$ cat config.mk
export PLATFORM = sky130hd
export DESIGN_NAME = tm1637_responder
export DESIGN_NICKNAME = d
export VERILOG_FILES = /design/src/rtl/tm1637_responder.sv
export SDC_FILE = /design/constraint.sdc
export NUM_CORES = 1
export LEC_CHECK = 0
export BUFFER_PORTS_ARGS = -buffer_cell sky130_fd_sc_hd__buf_2
export CORE_UTILIZATION = 30
export DETAILED_ROUTE_END_ITERATION = 8
export SYNTH_ARGS = -nofsm -noshare
export SYNTH_HDL_FRONTEND = slang
export SYNTH_SLANG_ARGS = --single-unit
export TNS_END_PERCENT = 20
$ cat constraint.sdc
create_clock -name clk -period 3.4 [get_ports clk]
set_input_delay 0.68 -clock clk [delete_from_list [all_inputs] [get_ports clk]]
set_output_delay 0.68 -clock clk [all_outputs]
set_load 0.03 [all_outputs]
$ cat src/rtl/tm1637_responder.sv
// TM1637-style responder: receives start/byte/ACK/stop frames on CLK/DIO and
// decodes data, address and display-control commands into digit registers.
module tm1637_responder #(
    parameter int DIGITS      = 6,
    parameter int SYNC_STAGES = 2
) (
    input  logic                  clk,
    input  logic                  rst,
    input  logic                  scl_in,
    input  logic                  sda_in,
    output logic                  sda_en,
    output logic                  sda_out,
    output logic [8*DIGITS-1:0]   digits,
    output logic                  display_on,
    output logic [2:0]            brightness,
    output logic                  byte_valid,
    output logic [7:0]            byte_data,
    output logic                  cmd_error
);

    typedef enum logic [1:0] {IDLE, RX, ACK_WAIT, ACK_HOLD} state_t;

    state_t                 state;
    logic [SYNC_STAGES-1:0] scl_sync;
    logic [SYNC_STAGES-1:0] sda_sync;
    logic                   scl_s, sda_s, scl_q, sda_q;
    logic                   scl_rise, scl_fall, start_cond, stop_cond;
    logic [6:0]             rx_bits;
    logic [7:0]             rx_byte;
    logic [2:0]             bit_cnt;
    logic [3:0]             byte_idx;
    logic [2:0]             ptr;
    logic                   fixed_mode;
    logic                   addr_txn;

    assign scl_s   = scl_sync[SYNC_STAGES-1];
    assign sda_s   = sda_sync[SYNC_STAGES-1];
    assign sda_out = 1'b0;

    // Start/stop need scl high in both samples, so an sda change that lands
    // together with a scl edge is treated as an ordinary data transition.
    assign scl_rise   = scl_s & ~scl_q;
    assign scl_fall   = ~scl_s & scl_q;
    assign start_cond = scl_s & scl_q & sda_q & ~sda_s;
    assign stop_cond  = scl_s & scl_q & ~sda_q & sda_s;
    assign rx_byte    = {sda_s, rx_bits};

    always_ff @(posedge clk) begin
        if (rst) begin
            state      <= IDLE;
            scl_sync   <= '1;
            sda_sync   <= '1;
            scl_q      <= 1'b1;
            sda_q      <= 1'b1;
            rx_bits    <= '0;
            bit_cnt    <= '0;
            byte_idx   <= '0;
            ptr        <= '0;
            fixed_mode <= 1'b0;
            addr_txn   <= 1'b0;
            sda_en     <= 1'b0;
            digits     <= '0;
            display_on <= 1'b0;
            brightness <= '0;
            byte_valid <= 1'b0;
            byte_data  <= '0;
            cmd_error  <= 1'b0;
        end else begin
            scl_sync   <= {scl_sync[SYNC_STAGES-2:0], scl_in};
            sda_sync   <= {sda_sync[SYNC_STAGES-2:0], sda_in};
            scl_q      <= scl_s;
            sda_q      <= sda_s;
            byte_valid <= 1'b0;

            if (start_cond) begin
                state    <= RX;
                bit_cnt  <= '0;
                byte_idx <= '0;
                sda_en   <= 1'b0;
            end else if (stop_cond) begin
                state  <= IDLE;
                sda_en <= 1'b0;
            end else begin
                case (state)
                    RX: if (scl_rise) begin
                        if (bit_cnt == 3'd7) begin
                            byte_data  <= rx_byte;
                            byte_valid <= 1'b1;
                            bit_cnt    <= '0;
                            state      <= ACK_WAIT;
                            if (byte_idx == 4'd0) begin
                                case (rx_byte[7:6])
                                    2'b01: begin
                                        fixed_mode <= rx_byte[2];
                                        addr_txn   <= 1'b0;
                                        if (rx_byte[1:0] != 2'b00) cmd_error <= 1'b1;
                                    end
                                    2'b11: begin
                                        ptr      <= rx_byte[2:0];
                                        addr_txn <= 1'b1;
                                    end
                                    2'b10: begin
                                        display_on <= rx_byte[3];
                                        brightness <= rx_byte[2:0];
                                        addr_txn   <= 1'b0;
                                    end
                                    default: begin
                                        cmd_error <= 1'b1;
                                        addr_txn  <= 1'b0;
                                    end
                                endcase
                            end else if (addr_txn) begin
                                if (int'(ptr) < DIGITS) begin
                                    for (int n = 0; n < DIGITS; n++) begin
                                        if (ptr == 3'(n)) digits[8*n +: 8] <= rx_byte;
                                    end
                                end else begin
                                    cmd_error <= 1'b1;
                                end
                                // Auto-increment saturates at the last address, no wrap.
                                if (!fixed_mode && ptr != 3'd7) ptr <= ptr + 3'd1;
                            end
                        end else begin
                            rx_bits <= {sda_s, rx_bits[6:1]};
                            bit_cnt <= bit_cnt + 3'd1;
                        end
                    end
                    ACK_WAIT: if (scl_fall) begin
                        sda_en <= 1'b1;
                        state  <= ACK_HOLD;
                    end
                    ACK_HOLD: if (scl_fall) begin
                        sda_en  <= 1'b0;
                        bit_cnt <= '0;
                        if (byte_idx != 4'd15) byte_idx <= byte_idx + 4'd1;
                        state   <= RX;
                    end
                    default: ;
                endcase
            end
        end
    end

endmodule

# Word level (Yosys, flattened, before mapping)
# Index checks and enable logic that the tools add are counted.
# totals
register_bits,90
latch_bits,0
ram_bits,0
mem_bits_ro,0
input_bits,4
mem_count,0
# classes
n_addsub,3
n_mul,0
div_mod_pow,0
order_cmp,1
n_eq_ne,26
shifts,0
muxes,25
bitwise_logic,17
reduce_logical,33
# ops
operator,count
9-bit AND reduction,7
3-bit two-way mux,7
4-bit != test (second input constant),5
5-bit AND reduction,4
7-bit AND reduction,2
2-bit != test (second input constant),6
1-bit two-way mux,10
1-bit NOT,10
2-bit nonzero test,5
3-bit equality test (second input constant),3
2-bit equality test (second input constant),4
2-bit two-way mux,4
4-bit AND reduction,2
8-bit AND reduction,1
1-bit AND,7
3-bit by 1-bit adder with 3-bit output (second input constant),2
3-bit by 2-bit equality test with 1-bit output (second input constant),2
3-bit != test (second input constant),2
2-bit one-hot mux with 3 select lines,1
3-bit one-hot mux with 2 select lines,1
6-bit AND reduction,1
5-bit nonzero test,1
5-bit OR reduction,1
4-bit by 1-bit adder with 4-bit output (second input constant),1
other kinds (13),16

# Longest topological paths before layout
# logic_depth
word_depth,6
mapped_depth,8
mapped_depth_nobuf,6

# Least setup slack after synthesis
# OpenSTA, ideal clock, no wires.
# synth_path
path_kind,flip-flop to flip-flop
start,reg byte_idx[0]
end,reg ptr[2]
setup_ns,0.067
arrival_time_ns,1.662
required_ns,3.333
path_slack_ns,1.671
stages_incl_launch_ff,8
n_path_buf,2
synth_period_minus_slack_ns,1.729
path_cell_list,dfxtp_1 > inv_1 > ha_1 > or3b_1 > buf_6 > buf_6 > a2111o_1 > a21oi_2
# synth_via
elab_chain_len,3
word_cells_on_any_way,6
cone_classes,1 x eq/ne; 1 x mux; 4 x reduce/logical
# synth_rtl
item,line,text
start: declaration,31,logic [3:0] byte_idx;
start signal: assignment,135,if (byte_idx != 4'd15) byte_idx <= byte_idx + 4'd1;
4-bit logical NOT *,91,if (byte_idx == 4'd0) begin
2-bit by 1-bit != test with 1-bit output (no line) / 2-bit nonzero test (equally long branches),-,
8-bit AND reduction (no line),-,
end signal: assignment,99,ptr <= rx_byte[2:0];
end signal: assignment,121,if (!fixed_mode && ptr != 3'd7) ptr <= ptr + 3'd1;
end: declaration,32,logic [2:0] ptr;
# Mark *: on every way between the ends. The rest lies on a longest branch, timed or not.
# A chain may end at the register's enable or synchronous reset.

# Worst setup path in the final report
# layout_path
start,reg state[0]
end,reg rx_bits[1]
# layout_via
elab_chain_len,2
# layout_rtl
item,line,text
start: declaration,23,state_t state;
start signal: assignment,50,state <= IDLE;
start signal: assignment,76,state <= RX;
start signal: assignment,81,state <= IDLE;
2-bit by 1-bit equality test with 1-bit output,84,case (state)
5-bit AND reduction (no line),-,
end signal: assignment,124,"rx_bits <= {sda_s, rx_bits[6:1]};"
end: declaration,28,logic [6:0] rx_bits;
# Every way passes these cells.

==> summary.md <==
| Metric | Value |
|---|---|
| DR iter-0 viols | 135 |
| Total track usage | 0.139 |
| Synth async-reset ratio | 0 |
| Max FO, Critical Path | 13 |
| Final setup vio count | 0 |
| # Post-CTS Setup Buffers | 0 |
| Synth area leaders | dfxtp_1, mux2i_1, nor2_1 |
| Die area | 12600 um2 |
| Max Clk Rate | around 430 MHz |
| Synthesized area | 3660 um2 |
| Leak Pwr | about 2.2 nW |
| Area Overhead vs Synth | 17.9% |
| Ant. Diodes | 0 |
| Pre-antenna DRT Iters | 4 |
| Core ar. | 11700 um2 |
| TritonCTS buffer count | 9 |
| Tmin final | 2.32 ns |
| Max Cap Viol | 0 |
| Clk_lat worst skew | ~0.34 ns |
| Yosys top cell by area | dfxtp_1 |
| Max_slew headroom | 0.420 |
| Syn Area/Cell | roughly 9.6 um2 |
| Crit end category | flip-flop |
| Internal power | between 1.5 and 2 mW |
| Warnings from Yosys | 0 |
| Register area share after synthesis | 0.492 |
| Initial Util | 0.314 |
| Setup TNS | 0 ns |
| Post-DP HPWL | 5.58 mm |
| Max Clock Skew | 0.00697 ns |
| Hold/Removal Path Class | reg2reg |
| Syn nets | 395 |
| Tcrit/Tclk final | 0.683 |
| Top post-synthesis cells by count | dfxtp_1, nor2_1, mux2i_1 |
| Initial antenna violation count | 0 |
| I/O pins | 68 |
| Final Wtd Congestion | 0.767 |
| Ys flop type | dfxtp_1 |
| Largest net degree at the start of global routing | 64 |
| DR vias | between 2000 and 3000 |
| Final antenna-violating net count | 0 |
| # H-tree levels | 3 |
| Unrepaired setup endpoints after global routing | no |
| Grt ovf | 0 |
| Yosys top cell area share | 0.492 |
| Number of flops mapped to enable cells by yosys | 0 |
| Multi-input gate area | 1690 um2 |
| Layout filler cell count | around 1200 |
| Sw frac | 0.225 |
| Clock sinks | 90 |
| Net Switching | 455 uW |
| Final net count | 443 |
| Clock power share | 0.459 |
| Flops & latches, synth | 90 |
| PortBufs | 66 |
| Post-CTS sizing | 0 |
| Global-route wire length before repair | 13.5 mm |
| Final WL | 8.27 mm |
| Via density | 4.83 |
| Status | completed |
| Cts hold-fix bufs | 0 |
| Crit start category | flip-flop |
| Placed Cells | 561 |
| R2R Setup Slk | 1.08 ns |
| Worst vdd ir | 0.305 mV |
| Wire per inst | 14.3 um |
| Crit path DAT | 2.53 ns |
| Setup Crit Path Kind | reg2reg |
| CP Data Required Time | 3.61 ns |
| Logic pwr share | 0.015 |
| DRC viols | 0 |
| Final hold viol count | 0 |
| Hold WS | 0.412 ns |
| Die height | 112 um |
| Power Density | 469 nW/um2 |
| Die X | 112 um |
| Cell Rows | 39 |
| Sequential share of power | 0.525 |
| Slew of the pin with the lowest slew margin | 0.867 ns |
| Clk buf depth | 2 |
| Root buffer cell | clkbuf_16 |
| Clk slew on worst S/H paths | 0.07 ns |
| Final slew viol count | 0 |
| Cells after synthesis | between 300 and 400 |
| Synth cell types | 44 |
| Vias in the first global route | 2604 |
| Post-route insts no fill | 577 |
| FF+latch area | about 1800 um2 |
| Top-count cell post-synth | dfxtp_1 |
| CTS tree | done |
| Share of cells above drive strength 1 | 0.221 |
==> cell usage in the layout (no fill, tap or decap), types with 2 or more instances in the layout <==
cell        Yosys  routed
and3b_1         4       4
xnor2_1         2       2
a21oi_1        19      19
nor2b_1         3       3
and2_1          2       2
nand2_1        22      22
dfxtp_1        90      90
nand3_1        14      14
o21ai_0        14      14
xor2_1          2       2
buf_2           4      66
nand4_1         6       6
ha_1           10      10
or2_2           6       6
clkbuf_16       0       9
clkinv_4        0       2
nand4_2         5       5
nor3b_1         3       3
inv_6           0       2
a211oi_1        2       2
nor2_1         63      63
clkinvlp_4      0       2
and4b_1         2       2
mux2i_1        56      56
inv_1           6       6
and3_1          2       2
==> flip-flops by register name, indices dropped and copies added, names as in the netlist <==
signal,cells
sda_q,1
brightness,3
scl_sync,2
byte_data,8
ptr,3
state,2
sda_en,1
cmd_error,1
sda_sync,2
byte_idx,4
fixed_mode,1
addr_txn,1
byte_valid,1
display_on,1
digits,48
rx_bits,7
bit_cnt,3
scl_q,1
==> final timing paths <==
check | start | endpoint | cells past startpoint
worst max-delay path | state[0] | rx_bits[1] | 4
worst min-delay path | sda_sync[0] | sda_sync[1] | 1
worst max register to register | state[0] | rx_bits[1] | 4
worst min register to register | sda_sync[0] | sda_sync[1] | 1
==> per-layer routing <==
layer | vias to the layer above | track usage | routed length, um
li1 | 1395 | - | -
met1 | 1298 | 0.178 | 3960
met2 | 86 | 0.216 | 3620
met3 | 7 | 0.0551 | 570
met4 | 0 | 0.0427 | 112
met5 | - | 0 | 0
==> power by group through the flow <==
stage               logic (mW)  clock network [mW]  registers, mW
floorplan               0.0281                   0           1.08
global placement        0.0304                   0           1.09
detailed placement      0.0309                   0           1.09
CTS                     0.0310               0.959           1.06
global route            0.0344                1.01           1.06
finish                  0.0306               0.930           1.06
==> critical path, cell delays in order (launching register included) <==
cell	delay [ns]
dfxtp_1	0.48
and4bb_1	0.57
nor2b_1	0.76
mux2i_1	0.30
nor2_1	0.06
==> logic make-up after synthesis <==
| group | after synthesis | synth area share |
|---|---|---|
| AND/OR/NAND/NOR | 138 | 0.191 |
| XOR/XNOR | 4 | 0.00958 |
| other | 1 | 0.00103 |
| adder cells (fa/ha/maj) | 10 | 0.0342 |
| buffers and inverters | 36 | 0.0445 |
| flip-flops | 90 | 0.492 |
| multiplexers | 56 | 0.153 |
| AO/OA/AOI/OAI | 46 | 0.0739 |
==> cell type report <==
cell class                 count  share of cell area
timing repair buffer          67              0.0783
sequential                    90               0.418
inverter                       6             0.00522
clock inverter                 6              0.0116
tap                          143              0.0415
multi-input combinational    255               0.393
clock buffer                  10              0.0531
==> through the flow <==
step / area [um2] / utilization / setup slack [ns] / power [mW]
global placement: 4040 / 0.346 / 1.20 / 1.12
detailed placement: 4040 / 0.346 / 1.06 / 1.12
finish: 4310 / 0.370 / 1.08 / 2.02
CTS: 4310 / 0.370 / 1.05 / 2.05
global route: 4310 / 0.370 / 0.959 / 2.11
floorplan: 3660 / - / 1.67 / 1.11
Note: power is estimated with default switching activity, not from simulation.
